==> config.mk <==
export PLATFORM = sky130hd
export DESIGN_NAME = fifo_rd_stream
export DESIGN_NICKNAME = d
export VERILOG_FILES = /design/src/rtl/fifo_rd_stream.sv
export SDC_FILE = /design/constraint.sdc
export NUM_CORES = 1
export LEC_CHECK = 0
export ABC_AREA = 1
export CORE_UTILIZATION = 35
export CTS_BUF_LIST = sky130_fd_sc_hd__clkbuf_2 sky130_fd_sc_hd__clkbuf_4 sky130_fd_sc_hd__clkbuf_8
export DETAILED_ROUTE_END_ITERATION = 6
export GPL_TIMING_DRIVEN = 0
export SETUP_SLACK_MARGIN = 0.2
export SLEW_MARGIN = 0
export SYNTH_ARGS = -nofsm -noshare
export SYNTH_HDL_FRONTEND = slang
export SYNTH_SLANG_ARGS = --single-unit
==> constraint.sdc <==
create_clock -name rclk -period 5.4 [get_ports rclk]
set_clock_uncertainty 0.1 [all_clocks]
set_input_delay 1.62 -clock rclk [delete_from_list [all_inputs] [get_ports rclk]]
set_output_delay 1.62 -clock rclk [all_outputs]
set_load 0.02 [all_outputs]
==> src/rtl/fifo_rd_stream.sv <==
// Turns a registered-output FIFO read port into a valid/ready stream.
// Reads are issued so that held plus in-flight words never exceed DEPTH.
module fifo_rd_stream #(
    parameter int DW    = 8,
    parameter int DEPTH = 2,
    parameter int CW    = 16
) (
    input  logic          rclk,
    input  logic          rrst,
    input  logic          fifo_empty,
    input  logic [DW-1:0] fifo_dout,
    output logic          fifo_ren,
    input  logic          flush,
    output logic          m_valid,
    input  logic          m_ready,
    output logic [DW-1:0] m_data,
    output logic [CW-1:0] word_cnt,
    output logic          busy
);

    localparam int NW = $clog2(DEPTH + 1);
    localparam int OW = NW + 1;

    typedef enum logic [1:0] {ST_IDLE, ST_RUN, ST_FLUSH} state_t;

    state_t        r_state;
    logic          r_pend;
    logic [NW-1:0] r_cnt;
    logic [DW-1:0] r_buf [DEPTH];
    logic [CW-1:0] r_word_cnt;

    logic          w_pop;
    logic          w_wr;
    logic [OW-1:0] w_occ;
    logic [NW-1:0] w_wr_idx;
    logic [NW-1:0] w_cnt_nxt;

    assign w_pop = m_valid && m_ready;

    // Occupancy after this cycle's pop; a pop implies r_cnt >= 1, so no underflow.
    assign w_occ = {1'b0, r_cnt} + OW'(r_pend) - OW'(w_pop);

    assign fifo_ren = !rrst && !fifo_empty && !flush && (r_state != ST_FLUSH)
                      && (w_occ < OW'(DEPTH));

    // The word arriving during a flush cycle is dropped.
    assign w_wr      = r_pend && (r_state == ST_RUN) && !flush;
    assign w_wr_idx  = r_cnt - NW'(w_pop);
    assign w_cnt_nxt = flush ? '0 : (r_cnt + NW'(w_wr) - NW'(w_pop));

    assign m_valid  = (r_cnt != '0);
    assign m_data   = r_buf[0];
    assign word_cnt = r_word_cnt;
    assign busy     = (r_state != ST_IDLE);

    always_ff @(posedge rclk) begin
        if (rrst) begin
            r_state    <= ST_IDLE;
            r_pend     <= 1'b0;
            r_cnt      <= '0;
            r_word_cnt <= '0;
            for (int i = 0; i < DEPTH; i++) begin
                r_buf[i] <= '0;
            end
        end else begin
            r_pend <= fifo_ren;
            r_cnt  <= w_cnt_nxt;
            if (w_pop) begin
                r_word_cnt <= r_word_cnt + CW'(1);
                for (int i = 0; i < DEPTH - 1; i++) begin
                    r_buf[i] <= r_buf[i + 1];
                end
            end
            // Head is entry 0, so the write lands one slot lower when popping.
            for (int i = 0; i < DEPTH; i++) begin
                if (w_wr && (w_wr_idx == NW'(i))) begin
                    r_buf[i] <= fifo_dout;
                end
            end

            case (r_state)
                ST_IDLE: begin
                    if (fifo_ren) r_state <= ST_RUN;
                end
                ST_RUN: begin
                    // Idle once the buffer drains and nothing is in flight.
                    if (flush)                               r_state <= ST_FLUSH;
                    else if ((w_cnt_nxt == '0) && !fifo_ren) r_state <= ST_IDLE;
                end
                ST_FLUSH: begin
                    if (!r_pend) r_state <= ST_IDLE;
                end
                default: r_state <= ST_IDLE;
            endcase
        end
    end

endmodule

Word-level counts from Yosys, hierarchy flattened
Memory sizes are Yosys's and may differ from the RTL's.
Index checks and enable logic that the tools add are counted.
{"block": "word_totals", "ff_bits": 21, "mem_bits_rw": 16, "input_bits": 13, "out_inout_bits": 27, "elab_cells": 62, "mem_count": 1}
{"block": "op_classes", "n_addsub": 6, "n_lt_le_gt_ge": 1, "eq_ne": 7, "mux": 20, "bitwise": 3, "reduce_logical": 20}
{"name": "r_buf", "depth": 2, "width": 8, "rd": 2, "rd_clocked_by_memory_dff": 0, "write_ports": 2, "line": "29", "rtl": "logic [DW-1:0] r_buf [DEPTH];"}
{"cell": "8-bit two-way mux", "n": 3}
{"cell": "16-bit by 1-bit adder with 16-bit output, second input constant", "n": 1}
{"cell": "1-bit two-way mux", "n": 11}
{"cell": "1-bit logical AND", "n": 10}
{"cell": "2-bit two-way mux", "n": 5}
{"cell": "2-bit zero test", "n": 3}
{"cell": "2-bit != test, second input constant", "n": 3}
{"cell": "2-bit one-hot mux with 3 select lines", "n": 1}
{"cell": "2-bit by 1-bit == test with 1-bit output, second input constant", "n": 2}
{"cell": "1-bit zero test", "n": 4}
{"cell": "2-bit nonzero test", "n": 2}
{"cell": "2-bit by 1-bit subtractor with 2-bit output", "n": 2}
{"cell": "2-bit by 1-bit adder with 3-bit output", "n": 1}
{"cell": "3-bit by 2-bit less-than comparator with 1-bit output, second input constant", "n": 1}
{"cell": "3-bit by 2-bit != test with 1-bit output, second input constant", "n": 1}
{"cell": "1-bit OR", "n": 3}
{"cell": "3-bit AND reduction", "n": 1}
{"cell": "3-bit by 1-bit subtractor with 3-bit output", "n": 1}
{"cell": "2-bit by 1-bit adder with 2-bit output", "n": 1}
{"cell": "2-bit == test, second input constant", "n": 1}

Depth between registers and ports, before layout
{"block": "depth", "ltp_word": 11, "ltp_mapped": 17, "ltp_nobuf": 16}

Least setup slack after synthesis
No wires, ideal clock.
{"block": "synth_timing", "path_type": "input to output", "startpoint": "input m_ready", "endpoint": "output fifo_ren", "t_arrival_ps": 3020, "t_required_ps": 3680, "slack_ps": 660, "path_stages": 9, "n_path_buf": 1, "path_cell_list": "nand2_8 -> inv_12 -> nand2_4 -> nand2_2 -> buf_4 -> nand2_1 -> fa_1 -> nand4_1 -> nor2_1"}
{"block": "synth_via", "elab_chain_cells": 4}
{"item": "start, declared", "line": "15", "rtl": "input logic m_ready,"}
{"item": "1-bit logical AND", "line": "38", "rtl": "assign w_pop = m_valid && m_ready;"}
{"item": "net w_pop", "line": "32", "rtl": "logic w_pop;"}
{"item": "3-bit by 1-bit subtractor with 3-bit output", "line": "41", "rtl": "assign w_occ = {1'b0, r_cnt} + OW'(r_pend) - OW'(w_pop);"}
{"item": "3-bit by 2-bit less-than comparator with 1-bit output", "line": "44", "rtl": "&& (w_occ < OW'(DEPTH));"}
{"item": "1-bit logical AND", "line": "44"}
{"item": "end, declared", "line": "12", "rtl": "output logic fifo_ren,"}
The timed path passes the listed nets, and every way through them passes these cells.

Final worst setup path
Ends and elaborated chain as after synthesis.

==> run_results.csv <==
group,metric,value,unit
cts,numCtsBuffers,5,
worst_setup_path,crit_fanout,10,
outcome,run_status,"complete, no violations",
sta,setup_viol,0,
cts,clkLatencyLatePin,0.29,ns
pwr,p_switching,121,µW
worst_setup_path,required,3.68,ns
yosys,syn_area,0.00202,mm²
die,die_h,78.0,µm
grt,grtUsageTotal,14.7,%
drt,firstDrtPassIters,4,
die,core_area,0.00554,mm²
drt,via_per_inst,4.51,
yosys,synth-async-reset-ratio,0,%
drt,num_vias,1686,
worst_setup_path,crit_end,"fifo_ren",
yosys,synth_nets,273,
placed_design,place_hpwl,3.02,mm
sta,clock.fmax,0.200,GHz
yosys,yosys.area.top_type_share,23.8,%
drt,wire_per_inst,11.1,µm
grt,grt_max_degree,13,
yosys,synth_seq_area_share,44.6,%
grt,grt_pass1_vias,1574,
finish,drive_gt1_share,12.6,%
sta,hold_viol,0,
drt,antenna_left,0,
drt,drc,0,
placed_design,gp_congestion,0.839,
pwr,seqPwrFrac,52.2,%
worst_setup_path,max_stage_delay,0.50,ns
cts,cts.clk_slew.worst_paths,0.08,ns
yosys,synth.most_common_cell,"nand2_1",
worst_setup_path,cp-start-kind,"input pin",
worst_setup_path,cp_cell_sequence,"buf_2 > nand2_8 > inv_12 > nand2_4 > nand2_2 > buf_6 > nand2_1 > fa_1 > nand4_1 > nor2_2 > buf_4",
yosys,synth_common_cells,"nand2_1 (45), nor2_1 (41), inv_1 (35), dfxtp_1 (21), edfxtp_1 (16)",
hold_path,min_path_type,"reg2reg",
worst_setup_path,worst-path-stages,11,
worst_setup_path,rr_worst_depth,10,
pwr,intPower,449,µW
sta,slew_headroom,42.1,%
yosys,synth_area_leaders,"edfxtp_1 (24%), dfxtp_1 (21%), nand2_1 (8.4%)",
yosys,syn_area_per_cell,7.92,µm²
die,dieArea,0.00608,mm²
drt,met1_length,2.06,mm
pwr,p_clk_share,41.4,%
die,num_io_pins,40,
finish,area_growth,29.2,%
drt,routed_wl,4.16,mm
worst_setup_path,crit_family,"simple AND/OR/NAND/NOR gates",
drt,wl_met3,171,µm
cts,clockBufferDepth,2,
pwr,ir_drop,0.110,mV
yosys,synth_cell_types,30,
grt,gr-total-overflow,0,
pwr,swShare,21.2,%
flow_run,maxCapViolCount,0,
worst_setup_path,worstReg2RegStart,"r_cnt[1]",
grt,antenna_found_initial,0,
finish,layout.nets,319,
drt,maxUsedRoutingLayer,"met4",
die,initial_core_util,36.4,%
yosys,ys_warn_count,0,
worst_setup_path,r2r_slack,2.60,ns
yosys,synth_edf_count,16,
die,die_x,78.0,µm
worst_setup_path,critPathBufInv,4,
placed_design,port_buffers,39,
pwr,power_density,219,mW/mm²
sta,fin_crit_sh,92.6,%
pwr,p_leak,1.09,nW
worst_setup_path,cp_slowest_cell,"fa_1",
yosys,synth_top_cell_by_area,"edfxtp_1",
sta,slew_violations,0,
drt,route.met2.wl,1.89,mm
sta,rsz0062_at_grt,"no",
yosys,postSynthCellCount,255,
worst_setup_path,r2r-end,"r_buf[0][1]",
sta,worstMarginPinSlew,0.864,ns
cts,root_buffer,"clkbuf_8",
sta,hold_ws,0.382,ns
yosys,synth-seq-cells,37,
worst_setup_path,crit_path_end_kind,"output port",
finish,diodes,0,
grt,grt_pass1_wl,7.01,mm
finish,nFillCells,573,
pwr,power,570,µW
worst_setup_path,cp.arrival,3.28,ns
drt,initialDrtViolationCount,67,
worst_setup_path,cp-startpoint,"m_ready",
pwr,comb_power_share,6.5,%
cts,cts_tree,"yes",
sta,min_period,5.00,ns
cts,post-cts-setup-buffer-count,0,
die,rows,27,
worst_setup_path,path_class,"in2out",
yosys,ys.flop_type,"dfxtp_1",
cts,cts_max_level,2,
cts,clkSinkCount,37,
power groups by stage:
stage / registers (mW) / clock network [mW] / logic, mW
finish: 0.297 / 0.236 / 0.0369
global route: 0.298 / 0.252 / 0.0405
CTS: 0.297 / 0.243 / 0.0374
detailed placement: 0.304 / 0 / 0.0374
global placement: 0.304 / 0 / 0.0374
floorplan: 0.303 / 0 / 0.0176
layout by cell type (no fill, tap or decap), drive strengths merged:
cell	synthesis	layout
nand4	7	7
nand3	14	14
clkinv	0	1
clkinvlp	0	1
dfxtp	21	21
o21ai	15	15
buf	10	12
nand2	51	51
a211oi	1	1
o211ai	1	1
o21a	2	2
nand3b	2	2
bufinv	0	1
ha	4	4
nor2	44	44
fa	1	1
nor3	11	11
clkbuf	2	7
inv	41	41
clkdlybuf4s50	0	37
edfxtp	16	16
a21oi	12	12
worst min path at each step:
stage / startpoint / end / slack, ns / depth (start not counted)
detailed placement: word_cnt[7] / word_cnt[7] / 0.37 / 2
finish: word_cnt[7] / word_cnt[7] / 0.38 / 2
CTS: word_cnt[7] / word_cnt[7] / 0.39 / 2
global route: word_cnt[7] / word_cnt[7] / 0.40 / 2
floorplan: r_pend / r_state[1] / 0.42 / 2
global placement: word_cnt[7] / word_cnt[7] / 0.38 / 2
final cells by class:
cell class	instances	area (µm²)	area share, %
Clock buffer	5	68.8	2.64
Buffer	12	83.8	3.21
Inverter	41	166	6.38
Timing Repair Buffer	39	383	14.7
Tap cell	72	90.1	3.45
Multi-Input combinational cell	165	875	33.5
Sequential cell	37	901	34.5
Clock inverter	3	41.3	1.58
sequential cells by signal, indices dropped and copies added (netlist names):
register  cells
r_buf        16
r_state       2
r_pend        1
r_cnt         2
word_cnt     16
logic make-up (layout without fill, tap and decap cells):
kind of cell | Yosys count | count (layout) | share of synthesized area, %
simple gates | 129 | 129 | 31.5
buf+inv | 53 | 100 | 12.2
flops | 37 | 37 | 44.6
compound gates | 31 | 31 | 8.18
fa+ha+maj | 5 | 5 | 3.47
worst min-delay path: stages, from the launching register on:
cell	delay, ns
dfxtp_1	0.33
inv_1	0.05
a21oi_1	0.05
timing repair:
item	in CTS	in global routing
pin swaps	0	1
setup endpoints to repair	1	1
gates resized for setup	8	3
hold buffers	0	0
routing by layer:
layer  vias to the layer above  global-route usage [%]
met5                         -                       0
met3                         4                    4.00
met1                       737                    18.9
met2                        37                    23.5
met4                         0                    5.56
li1                        908                       -
metrics by stage:
step | util, % | cells | TNS, ns | setup WS [ns] | instance area, µm²
2_1_floorplan | - | 255 | 0 | 0.660 | 2020
3_3_place_gp | 45.1 | 366 | -0.580 | -0.580 | 2500
3_5_place_dp | 45.1 | 366 | -0.590 | -0.590 | 2500
4_1_cts | 47.1 | 374 | 0 | 0.255 | 2610
5_1_grt | 47.1 | 374 | 0 | 0.285 | 2610
6_report | 47.1 | 374 | 0 | 0.402 | 2610
Note: power is estimated with default switching activity, not from simulation.
